`src/rtl/wash_program_sequencer.sv`:
```
// wash_program_sequencer
//   Steps the wash actuators through the stages picked on the front panel.
//   Each selected stage runs fill -> agitate -> drain. The spin stage skips
//   fill and agitate and runs drain -> high-speed spin. Sensor handshakes
//   end the fill and drain phases. A timeout on either phase latches a fault.
//
// Ports
//   clk, rst        rising-edge clock, asynchronous active-high reset
//   start           one-cycle request; launches from IDLE, clears FAULT
//   pause           level; freezes an active program, actuators forced off
//   stage_sel[3:0]  soak/wash/rinse/spin mask, sampled at start
//   mode[2:0]       one-hot light/normal/heavy, sampled at start
//   level_full/level_empty  water-level sensors
//   inlet_valve, drain_valve, motor_on, motor_fast  actuator commands
//   cur_stage[3:0]  one-hot active stage
//   time_left[4:0]  remaining time units in RUN/SPIN
//   busy, done, warning  status
module wash_program_sequencer #(
  parameter int TICK_DIV      = 1,
  parameter int FILL_TIMEOUT  = 8,
  parameter int DRAIN_TIMEOUT = 8,
  parameter int SPIN_T        = 4
) (
  input  logic       clk,
  input  logic       rst,
  input  logic       start,
  input  logic       pause,
  input  logic [3:0] stage_sel,
  input  logic [2:0] mode,
  input  logic       level_full,
  input  logic       level_empty,
  output logic       inlet_valve,
  output logic       drain_valve,
  output logic       motor_on,
  output logic       motor_fast,
  output logic [3:0] cur_stage,
  output logic [4:0] time_left,
  output logic       busy,
  output logic       done,
  output logic       warning
);

  localparam int DIV_W  = (TICK_DIV > 1) ? $clog2(TICK_DIV) : 1;
  localparam int TO_MAX = (FILL_TIMEOUT > DRAIN_TIMEOUT) ? FILL_TIMEOUT : DRAIN_TIMEOUT;
  localparam int TO_W   = $clog2(TO_MAX + 2);

  localparam logic [DIV_W-1:0] DIV_LAST = DIV_W'(TICK_DIV - 1);
  localparam logic [TO_W-1:0]  FILL_LD  = TO_W'(FILL_TIMEOUT);
  localparam logic [TO_W-1:0]  DRAIN_LD = TO_W'(DRAIN_TIMEOUT);
  localparam logic [4:0]       SPIN_LD  = 5'(SPIN_T);

  typedef enum logic [2:0] {
    S_IDLE, S_FILL, S_RUN, S_DRAIN, S_SPIN, S_NEXT, S_FINISH, S_FAULT
  } state_t;

  state_t            state_q, state_d;
  logic [3:0]        pend_q, pend_d;   // stages still to run
  logic [3:0]        cur_q, cur_d;     // one-hot stage in progress
  logic [3:0]        dur_q, dur_d;     // agitate duration latched at start
  logic [4:0]        tl_q, tl_d;
  logic [DIV_W-1:0]  div_q, div_d;
  logic [TO_W-1:0]   to_q, to_d;
  logic              warn_q, warn_d;

  logic timed, active, frozen, tick;

  function automatic logic [3:0] lowest(input logic [3:0] m);
    return m & (~m + 4'd1);
  endfunction

  // Spin has no fill/agitate phase, so its entry point is DRAIN.
  function automatic state_t entry_of(input logic [3:0] m);
    return (m[2:0] != 3'b000) ? S_FILL : S_DRAIN;
  endfunction

  function automatic logic [3:0] dur_of(input logic [2:0] md);
    logic [3:0] r;
    case (md)
      3'b001:  r = 4'd3;
      3'b100:  r = 4'd9;
      default: r = 4'd6;
    endcase
    return r;
  endfunction

  assign timed  = (state_q == S_FILL) || (state_q == S_RUN) ||
                  (state_q == S_DRAIN) || (state_q == S_SPIN);
  assign active = timed || (state_q == S_NEXT);
  assign frozen = active && pause;
  assign tick   = timed && (div_q == DIV_LAST);

  always_comb begin
    state_d = state_q;
    pend_d  = pend_q;
    cur_d   = cur_q;
    dur_d   = dur_q;
    tl_d    = tl_q;
    div_d   = div_q;
    to_d    = to_q;
    warn_d  = warn_q;

    if (!frozen) begin
      if (timed) div_d = tick ? '0 : div_q + DIV_W'(1);

      case (state_q)
        S_IDLE: begin
          if (start && (stage_sel != 4'b0000)) begin
            pend_d  = stage_sel;
            dur_d   = dur_of(mode);
            cur_d   = lowest(stage_sel);
            state_d = entry_of(stage_sel);
          end
        end
        S_FILL: begin
          // level_full beats a same-cycle timeout expiry
          if (level_full) begin
            state_d = S_RUN;
            tl_d    = {1'b0, dur_q};
          end else if (tick) begin
            if (to_q == TO_W'(1)) begin
              state_d = S_FAULT;
              warn_d  = 1'b1;
            end else begin
              to_d = to_q - TO_W'(1);
            end
          end
        end
        S_RUN: begin
          if (tick) begin
            tl_d = tl_q - 5'd1;
            if (tl_q == 5'd1) state_d = S_DRAIN;
          end
        end
        S_DRAIN: begin
          if (level_empty) begin
            if (cur_q[3]) begin
              state_d = S_SPIN;
              tl_d    = SPIN_LD;
            end else begin
              state_d = S_NEXT;
            end
          end else if (tick) begin
            if (to_q == TO_W'(1)) begin
              state_d = S_FAULT;
              warn_d  = 1'b1;
            end else begin
              to_d = to_q - TO_W'(1);
            end
          end
        end
        S_SPIN: begin
          if (tick) begin
            tl_d = tl_q - 5'd1;
            if (tl_q == 5'd1) state_d = S_NEXT;
          end
        end
        S_NEXT: begin
          pend_d = pend_q & ~cur_q;
          if ((pend_q & ~cur_q) != 4'b0000) begin
            cur_d   = lowest(pend_q & ~cur_q);
            state_d = entry_of(pend_q & ~cur_q);
          end else begin
            cur_d   = 4'b0000;
            state_d = S_FINISH;
          end
        end
        S_FINISH: state_d = S_IDLE;
        S_FAULT: begin
          // start only acknowledges the fault; it never launches a program here
          if (start) begin
            state_d = S_IDLE;
            warn_d  = 1'b0;
            cur_d   = 4'b0000;
            pend_d  = 4'b0000;
          end
        end
        default: state_d = S_IDLE;
      endcase

      // Every phase entry restarts the divider and loads that phase's timeout.
      if (state_d != state_q) begin
        div_d = '0;
        if (state_d == S_FILL)  to_d = FILL_LD;
        if (state_d == S_DRAIN) to_d = DRAIN_LD;
      end
    end
  end

  always_ff @(posedge clk or posedge rst) begin
    if (rst) begin
      state_q <= S_IDLE;
      pend_q  <= '0;
      cur_q   <= '0;
      dur_q   <= '0;
      tl_q    <= '0;
      div_q   <= '0;
      to_q    <= '0;
      warn_q  <= 1'b0;
    end else begin
      state_q <= state_d;
      pend_q  <= pend_d;
      cur_q   <= cur_d;
      dur_q   <= dur_d;
      tl_q    <= tl_d;
      div_q   <= div_d;
      to_q    <= to_d;
      warn_q  <= warn_d;
    end
  end

  // Moore decode of the registered state; pause drops actuators the same cycle.
  assign inlet_valve = (state_q == S_FILL) && !pause;
  assign drain_valve = ((state_q == S_DRAIN) || (state_q == S_SPIN)) && !pause;
  assign motor_on    = (((state_q == S_RUN) && !cur_q[0]) || (state_q == S_SPIN)) && !pause;
  assign motor_fast  = (state_q == S_SPIN) && !pause;
  assign cur_stage   = cur_q;
  assign time_left   = ((state_q == S_RUN) || (state_q == S_SPIN)) ? tl_q : 5'd0;
  assign busy        = active;
  assign done        = (state_q == S_FINISH);
  assign warning     = warn_q;

endmodule

```
`config.mk`:
```
export PLATFORM = sky130hd
export DESIGN_NAME = wash_program_sequencer
export DESIGN_NICKNAME = d
export VERILOG_FILES = /design/src/rtl/wash_program_sequencer.sv
export SDC_FILE = /design/constraint.sdc
export NUM_CORES = 1
export LEC_CHECK = 0
export BUFFER_PORTS_ARGS = -buffer_cell sky130_fd_sc_hd__clkbuf_2
export CAP_MARGIN = 25
export CELL_PAD_IN_SITES_DETAIL_PLACEMENT = 1
export CELL_PAD_IN_SITES_GLOBAL_PLACEMENT = 1
export CORE_MARGIN = 2
export CORE_UTILIZATION = 45
export DETAILED_ROUTE_END_ITERATION = 8
export GPL_TIMING_DRIVEN = 0
export PLACE_DENSITY_LB_ADDON = 0.05
export SETUP_SLACK_MARGIN = 0.3
export SYNTH_ARGS = -nofsm -noshare
export SYNTH_HDL_FRONTEND = slang
export SYNTH_SLANG_ARGS = --single-unit
```
`constraint.sdc`:
```
create_clock -name clk -period 2.9 [get_ports clk]
set_input_delay 0.58 -clock clk [delete_from_list [all_inputs] [get_ports clk]]
set_output_delay 0.58 -clock clk [all_outputs]
set_load 0.1 [all_outputs]
```
==> results.sh <==
export IMPL_outcome="finished clean"
export IMPL_routed_wirelength_um=5191
export IMPL_die_h_um=67.32
export IMPL_ys_flop_type="dfrtp_1"
export IMPL_synth_fp_nets=241
export IMPL_finalCriticalPeriod_ns=2.506
export IMPL_initial_core_util=0.4576
export IMPL_dpl_cell_area_mm2=0.002047
export IMPL_io_pins=29
export IMPL_yosys_register_bits=26
export IMPL_drt_iter0_drc=110
export IMPL_antenna_cells=0
export IMPL_cap_viol_max_count=0
export IMPL_core_mm2=0.003943
export IMPL_ys_seq_area_frac=0.3606
export IMPL_drive_above_1_share=0.2235
export IMPL_finalSetupViolations=0
export IMPL_worstMarginPinSlew_ns=0.6170
export IMPL_synth_area_mm2=0.001804
export IMPL_postCtsHoldBufs=0
export IMPL_final_core_utilization=0.5348
export IMPL_critPathArrivalTime_ns=1.93
export IMPL_first_pass_iters=4
export IMPL_slew_viol_final=0
export IMPL_fmax_mhz=399.1
export IMPL_grt_pass1_wl_um=8611
export IMPL_cts_max_level=1
export IMPL_ys_top_cells_by_count="nor2_1, dfrtp_1, a21oi_1, nand2_1, o21ai_0"
export IMPL_grt_pass1_vias=1776
export IMPL_cp_start_kind="flip-flop"
export IMPL_cts_tree="built"
export IMPL_finClkSkew_ns=0.005372
export IMPL_synthMostInstantiatedCell="nor2_1"
export IMPL_grt_overflow=0
export IMPL_clk_pin_slew_ns=0.09
export IMPL_final_cells=305
export IMPL_nNetsFinal=274
export IMPL_critical_path_class="reg2out"
export IMPL_fp_row_count=23
export IMPL_clk_latency_ns=0.27
export IMPL_syn2layout_area_growth_pct=16.85
export IMPL_grt_usage=0.2506
export IMPL_hold_viol=0
export IMPL_synth_top_area_frac=0.3606
export IMPL_ant_nets=0
export IMPL_synth_cell_types=49
export IMPL_route_met3_wl_um=156
export IMPL_place_gp_congestion=0.8274
export IMPL_dieArea_mm2=0.004532
export IMPL_wl_met2_um=2499
export IMPL_min_path_type="in2async"
export IMPL_io_buffers=27
export IMPL_end_kind="output port"
export IMPL_vias_per_cell=5.915
export IMPL_route_detailed_drc=0
export IMPL_slew_headroom=0.5887
export IMPL_numCtsBuffers=3
export IMPL_clock_path_buffers=2
export IMPL_met1_length_um=2468
export IMPL_synth_edf_count=0
export IMPL_synthArstFlopShare=1.000
export IMPL_ys_warnings_count=0
export IMPL_die_w_um=67.32
export IMPL_top_layer_used="met4"
export IMPL_vias=1804
export IMPL_final_area_mm2=0.002108
export IMPL_setup_tns_final_ns=0
export IMPL_grt_max_degree=15
export IMPL_syn_inst=224
export IMPL_synth_avg_cell_area_um2=8.055
export IMPL_cp_max_fo=10
export IMPL_routedWlPerCell_um=17.02
export IMPL_fin_crit_sh=0.8640
export IMPL_clock_sink_count=26
export IMPL_post_dp_hpwl_um=3993
export IMPL_antenna_found_initial=0
export IMPL_dp_cells=302
export IMPL_cts_root_buf="clkbuf_8"
export IMPL_cp_data_required_time_ns=2.32
export IMPL_yosys_area_top_type="dfrtp_1"
export IMPL_synth_area_leaders="dfrtp_1, nor2_1, a21oi_1"
export IMPL_rsz0062_at_grt="true"
-- cells in the final DEF (no fill, tap or decap), types with 6 or more instances in the layout --
cell      synthesis  layout
dfrtp_1          26      26
clkbuf_2          0      23
a22o_1            6       6
o21ai_0          17      17
nor3_1           10       8
nand2_1          19      19
a21oi_1          20      18
nor2_1           31      28
and2_1            6       6
nand2b_1          9       9
inv_1             8       8
-- area by class of cell --
type,count,area [µm²]
fillers,535,1834
multi-input cells,178,1079
flip-flops and latches,26,650.6
repair buffers,28,163.9
plain buffers,11,77.57
well taps,50,62.56
clock buffers,3,41.29
inverters,9,33.78
-- final timing paths --
| check | startpoint | to | slack, ns | depth (start not counted) |
|---|---|---|---|---|
| worst max-delay path | state_q[1] | drain_valve | 0.39 | 7 |
| worst max register to register | state_q[2] | pend_q[1] | 0.81 | 8 |
| worst min register to register | dur_q[0] | dur_q[0] | 0.50 | 1 |
| max in group asynchronous | rst | dur_q[2] | 2.05 | 3 |
| min in group clk | dur_q[0] | dur_q[0] | 0.50 | 1 |
| worst min-delay path | rst | div_q | 0.34 | 2 |
-- flip-flops by register name, indices dropped and copies added, names as in the netlist --
signal,cells
tl_q,5
cur_stage,4
dur_q,4
pend_q,4
to_q,4
state_q,3
div_q,1
warning,1
-- what timing repair did --
| action | 4_1_cts | 5_1_grt |
|---|---|---|
| endpoints found under the setup margin | 4 | 4 |
| pin swaps | 0 | 0 |
| resized for setup | 3 | 8 |
| setup buffers | 0 | 0 |
-- per-layer routing --
metal	vias up	track usage
met1	893	0.3413
met3	7	0.02167
met4	0	0.07653
met2	33	0.4220
li1	871	-
met5	-	0
-- per-stage QoR --
step / setup slack, ns / hold slack, ns
global placement: 0.4501 / 0.4742
floorplan: 0.08468 / 0.4496
detailed placement: 0.4544 / 0.4804
finish: 0.3943 / 0.3430
global route: 0.2791 / 0.3846
CTS: 0.3169 / 0.3526
-- worst max-delay path: stages (launching register included) --
cell and delay [ns]:
dfrtp_1 0.43, buf_4 0.20, buf_2 0.23, nand2_1 0.15, nor2_2 0.18, nor2_1 0.08
nor2_2 0.09, buf_4 0.29
-- cells by family (layout without fill, tap and decap cells) --
| logic type | after synthesis | in the layout | share of synthesized area |
|---|---|---|---|
| buffers and inverters | 20 | 51 | 0.06171 |
| muxes | 1 | 1 | 0.006241 |
| AOI/OAI and AO/OA | 75 | 75 | 0.2691 |
| and+or+nand+nor | 97 | 97 | 0.2698 |
| adders and majority gates | 4 | 4 | 0.02774 |
| xor gates and xnor gates | 1 | 1 | 0.004855 |
| DFF | 26 | 26 | 0.3606 |
Power is not shown: default switching activity piles up to over one toggle a cycle in this logic, so the estimate is an artifact.
